**src/rtl/ddr_arbiter.sv**
```systemverilog
// ddr_arbiter: shares the SDRAM controller command port among display, draw and aux requesters; define DDR_ARB_TIMEOUT_EN to enable the watchdog
module ddr_arbiter #(
    parameter int STARVE_LIMIT = 8,
    parameter int TIMEOUT      = 1023
) (
    input  logic        clk133_p,
    input  logic        rst_n,
    input  logic        dispRead,
    input  logic [23:0] dispAddress,
    output logic        dispAck,
    output logic [31:0] dispData,
    input  logic        drawWrite,
    input  logic [23:0] drawAddress,
    input  logic [15:0] drawData,
    output logic        drawAck,
    input  logic        auxRead,
    input  logic [23:0] auxAddress,
    output logic        auxAck,
    output logic [31:0] auxData,
    output logic        ddrRead,
    output logic [23:0] ddrReadAddress,
    input  logic        ddrReadAcknowledge,
    input  logic [31:0] ddrReadData,
    output logic        ddrWrite,
    output logic [23:0] ddrWriteAddress,
    input  logic        ddrWriteAcknowledge,
    output logic [15:0] ddrWriteData,
    output logic        timeoutError
);
    typedef enum logic [1:0] {IDLE, READ, WRITE, RELEASE} state_t;
    typedef enum logic [1:0] {P_DISP, P_DRAW, P_AUX} port_t;
    localparam logic [3:0] LIMIT = 4'(STARVE_LIMIT);
    state_t state, state_nx;
    port_t owner, owner_nx;
    logic rr_aux, rr_aux_nx;
    logic [3:0] starve, starve_nx;
    logic rd_nx, wr_nx, dack_nx, drack_nx, aack_nx;
    logic [23:0] raddr_nx, waddr_nx;
    logic [15:0] wdata_nx;
    logic [31:0] ddata_nx, adata_nx;
    logic other, pick_disp, pick_draw, pick_aux, cur_ack, expire;
    assign other     = drawWrite | auxRead;
    assign pick_disp = dispRead & ((starve < LIMIT) | ~other);
    assign pick_draw = ~pick_disp & drawWrite & (~auxRead | ~rr_aux);
    assign pick_aux  = ~pick_disp & auxRead & (~drawWrite | rr_aux);
    assign cur_ack   = (owner == P_DRAW) ? ddrWriteAcknowledge : ddrReadAcknowledge;
`ifdef DDR_ARB_TIMEOUT_EN
    localparam logic [9:0] TO_LAST = 10'(TIMEOUT - 1);
    logic [9:0] wd;
    assign expire = (state == READ || state == WRITE) && !cur_ack && wd == TO_LAST;
    // watchdog: counts cycles an operation is outstanding, sticky error on expiry
    always_ff @(posedge clk133_p or negedge rst_n) begin
        if (!rst_n) begin
            wd           <= '0;
            timeoutError <= 1'b0;
        end else begin
            wd <= (state == READ || state == WRITE) ? wd + 10'd1 : '0;
            if (expire) timeoutError <= 1'b1;
        end
    end
`else
    assign expire       = 1'b0;
    assign timeoutError = 1'b0;
`endif
    // next state, grant selection and registered output values
    always_comb begin
        state_nx  = state;
        owner_nx  = owner;
        rr_aux_nx = rr_aux;
        starve_nx = starve;
        rd_nx     = ddrRead;
        wr_nx     = ddrWrite;
        raddr_nx  = ddrReadAddress;
        waddr_nx  = ddrWriteAddress;
        wdata_nx  = ddrWriteData;
        ddata_nx  = dispData;
        adata_nx  = auxData;
        dack_nx   = 1'b0;
        drack_nx  = 1'b0;
        aack_nx   = 1'b0;
        case (state)
            IDLE: if (!ddrReadAcknowledge && !ddrWriteAcknowledge) begin
                starve_nx = other ? starve : '0;
                if (pick_disp) begin
                    state_nx  = READ;
                    owner_nx  = P_DISP;
                    rd_nx     = 1'b1;
                    raddr_nx  = dispAddress;
                    starve_nx = !other ? '0 : (starve == 4'hF) ? starve : starve + 4'd1;
                end else if (pick_draw) begin
                    state_nx  = WRITE;
                    owner_nx  = P_DRAW;
                    wr_nx     = 1'b1;
                    waddr_nx  = drawAddress;
                    wdata_nx  = drawData;
                    rr_aux_nx = 1'b1;
                    starve_nx = '0;
                end else if (pick_aux) begin
                    state_nx  = READ;
                    owner_nx  = P_AUX;
                    rd_nx     = 1'b1;
                    raddr_nx  = auxAddress;
                    rr_aux_nx = 1'b0;
                    starve_nx = '0;
                end
            end
            READ, WRITE: if (cur_ack || expire) begin
                state_nx = RELEASE;
                rd_nx    = 1'b0;
                wr_nx    = 1'b0;
                dack_nx  = cur_ack && owner == P_DISP;
                drack_nx = cur_ack && owner == P_DRAW;
                aack_nx  = cur_ack && owner == P_AUX;
                ddata_nx = dack_nx ? ddrReadData : dispData;
                adata_nx = aack_nx ? ddrReadData : auxData;
            end
            RELEASE: state_nx = cur_ack ? RELEASE : IDLE;
            default: state_nx = IDLE;
        endcase
    end
    // state and output registers
    always_ff @(posedge clk133_p or negedge rst_n) begin
        if (!rst_n) begin
            state           <= IDLE;
            owner           <= P_DISP;
            rr_aux          <= 1'b0;
            starve          <= '0;
            ddrRead         <= 1'b0;
            ddrWrite        <= 1'b0;
            ddrReadAddress  <= '0;
            ddrWriteAddress <= '0;
            ddrWriteData    <= '0;
            dispData        <= '0;
            auxData         <= '0;
            dispAck         <= 1'b0;
            drawAck         <= 1'b0;
            auxAck          <= 1'b0;
        end else begin
            state           <= state_nx;
            owner           <= owner_nx;
            rr_aux          <= rr_aux_nx;
            starve          <= starve_nx;
            ddrRead         <= rd_nx;
            ddrWrite        <= wr_nx;
            ddrReadAddress  <= raddr_nx;
            ddrWriteAddress <= waddr_nx;
            ddrWriteData    <= wdata_nx;
            dispData        <= ddata_nx;
            auxData         <= adata_nx;
            dispAck         <= dack_nx;
            drawAck         <= drack_nx;
            auxAck          <= aack_nx;
        end
    end
endmodule

```
**config.mk**
```make
export PLATFORM = sky130hd
export DESIGN_NAME = ddr_arbiter
export DESIGN_NICKNAME = d
export VERILOG_FILES = /design/src/rtl/ddr_arbiter.sv
export SDC_FILE = /design/constraint.sdc
export NUM_CORES = 1
export LEC_CHECK = 0
export CAP_MARGIN = 0
export CELL_PAD_IN_SITES_DETAIL_PLACEMENT = 0
export CELL_PAD_IN_SITES_GLOBAL_PLACEMENT = 2
export CORE_AREA = 4 4 159 161
export CTS_BUF_LIST = sky130_fd_sc_hd__clkbuf_4
export DETAILED_ROUTE_END_ITERATION = 12
export DIE_AREA = 0 0 163 165
export GPL_ROUTABILITY_DRIVEN = 0
export HOLD_SLACK_MARGIN = 0.1
export PLACE_DENSITY_LB_ADDON = 0.1
export SKIP_LAST_GASP = 1
export SLEW_MARGIN = 20
export SYNTH_ARGS = -nofsm -noshare
export SYNTH_HDL_FRONTEND = slang
export SYNTH_SLANG_ARGS = --single-unit
```
**constraint.sdc**
```tcl
create_clock -name clk133_p -period 2.25 [get_ports clk133_p]
set_input_delay 0.45 -clock clk133_p [delete_from_list [all_inputs] [get_ports clk133_p]]
set_output_delay 0.45 -clock clk133_p [all_outputs]
set_load 0.005 [all_outputs]
```
==> metrics.yaml <==
regArea_um2: 3550
io_buffers: 259
hpwl_um: 12400
drt-vias-per-instance: 4.09
grt_pass1_vias: 4576
syn_inst: 473
postSynthAreaPerCell_um2: 12.4
die_h_um: 165
drtIter0Drc: 165
drv_slew: 0
initial_utilization_pct: 24.4
placed_cell_area_um2: 8910
drc_errors: 0
worst_slack_ns: 0.313
synthesis.nets: 603
cp_num_buf_inv: 1
fin_setup_tns_ns: 0
row_count: 57
regToRegSetupSlack_ns: 0.35
dp_slack_ns: 0.0330
leakage_nw: 4.00
grt_pass1_wl_um: 25600
crit_path_top_delay_cell: "clkdlybuf4s50_1"
vdd_drop_max_mv: 0.314
worst_r2r_path_depth: 6
cp_slowest_stage_delay_ns: 0.55
ys_ff_latch: 142
htreeDepth: 4
pwr_density_cell_nw_per_um2: 1190
cts_setup_buffers: 0
fill_cells: 2371
dr.pass1.iters: 4
vias: 4433
yosysSeqAreaShare_pct: 60.7
status: "finished clean"
finalSetupViolations: 0
skew_ns: 0.0260
cts_tree: "yes"
drt-total-wl_um: 16700
rsz0062_at_grt: "false"
min_path_type: "input pin to async pin"
clk_latency_ns: 0.54
fin_cells: 1083
antenna_left: 0
root_buffer: "clkbuf_4"
antenna_found_initial: 1
core_region_area_um2: 24000
critPathTopFamily: "buffers and inverters"
die_area_um2: 26900
cts_sinks: 142
fmax_ghz: 0.516
multiInputGateArea_um2: 2130
path_class: "register to output pin"
die_x_um: 163
ios: 261
cp.arrival_ns: 1.49
cp.required_ns: 1.80
yosysWarnings: 0
cp_num_cells: 1
final_net_count: 874
crit_fanout: 3
max_cap_viol_count: 0
syn_to_final_growth_pct: 57.5
track_usage_pct: 12.3
drive_gt1_share_pct: 18.2
clkTransAtPathRegs_ns: 0.14
cts_max_path_buffers: 2
crit_path_cell_trace: "clkdlybuf4s50_1"
placed_cells: 1048
cts_buffers: 17
syn_area_um2: 5860
critPathLaunchType: "register"
finalHoldViolations: 0
reg2reg_from: "state[1]$_DFFE_PN0P_"
cp-startpoint: "ddrRead$_DFFE_PN0P_"
period_needed_ns: 1.94
wl_per_cell_um: 15.4
overflow: 0
synth.distinct_cells: 42
worst_setup_path_end_kind: "output pin"
final_cell_area_um2: 9220
grt_max_degree: 59
period_share_pct: 86.1
cts_hold_buf: 1
cts_resized: 0
-- state kept, by name (all words and copies together) (netlist names) --
register / flops
auxData: 32
drawAck: 1
rr_aux: 1
ddrReadAddress: 24
ddrWriteAddress: 24
ddrWriteData: 16
ddrRead: 1
auxAck: 1
starve: 4
ddrWrite: 1
dispAck: 1
dispData: 32
owner: 2
state: 2
-- layout make-up --
cell class | instances | area share (%)
Antenna cell | 2 | 0.0543
Clock inverter | 13 | 1.68
Sequential cell | 142 | 38.5
Multi-Input combinational cell | 302 | 23.1
Clock buffer | 19 | 1.55
Timing Repair Buffer | 276 | 30.5
Tap cell | 324 | 4.40
Inverter | 5 | 0.203
-- metal layers --
metal  share of wire (%)  vias up  track usage (%)
li1                    -     2146                -
met3                 8.2       10             4.49
met4                 1.0        0             3.89
met2                  47      159             18.9
met5                   0        -                0
met1                  44     2118             16.3
-- report_power, final --
group	leakage, nW	switching (W)	internal (W)
sequential	1.75	0.000627	0.00373
combinational	2.10	0.00176	0.00310
clock	0.153	0.00103	0.000710
total	4.00	0.00341	0.00754
-- final timing paths --
kind	endpoint
setup / recovery	ddrRead
hold / removal	auxData[18]$_DFFE_PN0P_
setup reg to reg	dispData[7]$_DFFE_PN0P_
hold reg to reg	auxData[26]$_DFFE_PN0P_
max in group asynchronous	ddrWriteData[15]$_DFFE_PN0P_
min in group clk133_p	auxData[18]$_DFFE_PN0P_
-- cell usage after synthesis, drive strengths merged --
| library cell | number | area, um^2 |
|---|---|---|
| nand2b | 3 | 18.8 |
| a32o | 1 | 10.0 |
| or3b | 1 | 8.76 |
| nor2b | 1 | 6.26 |
| buf | 19 | 139 |
| o21ai | 11 | 55.1 |
| a32oi | 1 | 8.76 |
| a221oi | 1 | 8.76 |
| and2 | 2 | 12.5 |
| nand3 | 3 | 15.0 |
| o21a | 1 | 7.51 |
| or3 | 1 | 6.26 |
| inv | 5 | 18.8 |
| a31oi | 3 | 33.8 |
| a41oi | 1 | 8.76 |
| o31ai | 2 | 15.0 |
| dfrtp | 142 | 3550 |
| nor2 | 28 | 105 |
| o21bai | 1 | 7.51 |
| nand4 | 1 | 6.26 |
| nand4b | 1 | 8.76 |
| clkbuf | 5 | 18.8 |
| a22oi | 1 | 7.51 |
| nor4b | 1 | 23.8 |
| nor3 | 2 | 10.0 |
| conb | 1 | 3.75 |
| mux2i | 25 | 250 |
| ha | 3 | 37.5 |
| o211ai | 2 | 15.0 |
| mux2 | 72 | 811 |
| and3 | 1 | 6.26 |
| a21oi | 24 | 210 |
| a22o | 1 | 8.76 |
| nand2 | 106 | 400 |
-- worst reg2reg max path, cell delays in order (launching register included) --
cell and delay (ns):
dfrtp_1 0.39, inv_1 0.07, ha_1 0.30, inv_2 0.07, nor4b_4 0.32, buf_12 0.26
mux2_1 0.38
-- through the flow --
| step | hold WS [ns] | utilization (%) | power [W] |
|---|---|---|---|
| 6_report | 0.382 | 38.5 | 0.0110 |
| 3_5_place_dp | 0.411 | 37.2 | 0.00940 |
| 4_1_cts | 0.355 | 38.5 | 0.0112 |
| 3_3_place_gp | 0.415 | 37.2 | 0.00931 |
| 2_1_floorplan | 0.154 | - | 0.00619 |
| 5_1_grt | 0.384 | 38.5 | 0.0118 |
-- cell families (layout without fill, tap and decap cells) --
family / Yosys count / in the layout / share of synthesized area [%]
fa+ha+maj: 3 / 3 / 0.641
simple gates: 151 / 151 / 10.7
other cells: 1 / 3 / 0.0640
flops: 142 / 142 / 60.7
mux: 97 / 97 / 18.1
compound gates: 50 / 50 / 6.77
buf+inv: 29 / 313 / 3.01
-- cells in the final DEF, fill, tap and decap left out, types with 9 or more instances in the layout --
cell type        count
mux2i_1             25
clkdlybuf4s50_1    258
buf_4                9
dfrtp_1            142
nor2_1              28
a21oi_2             24
clkbuf_4            19
mux2_1              12
mux2_2              60
nand2_1            105
(Power assumes the default switching activity.)
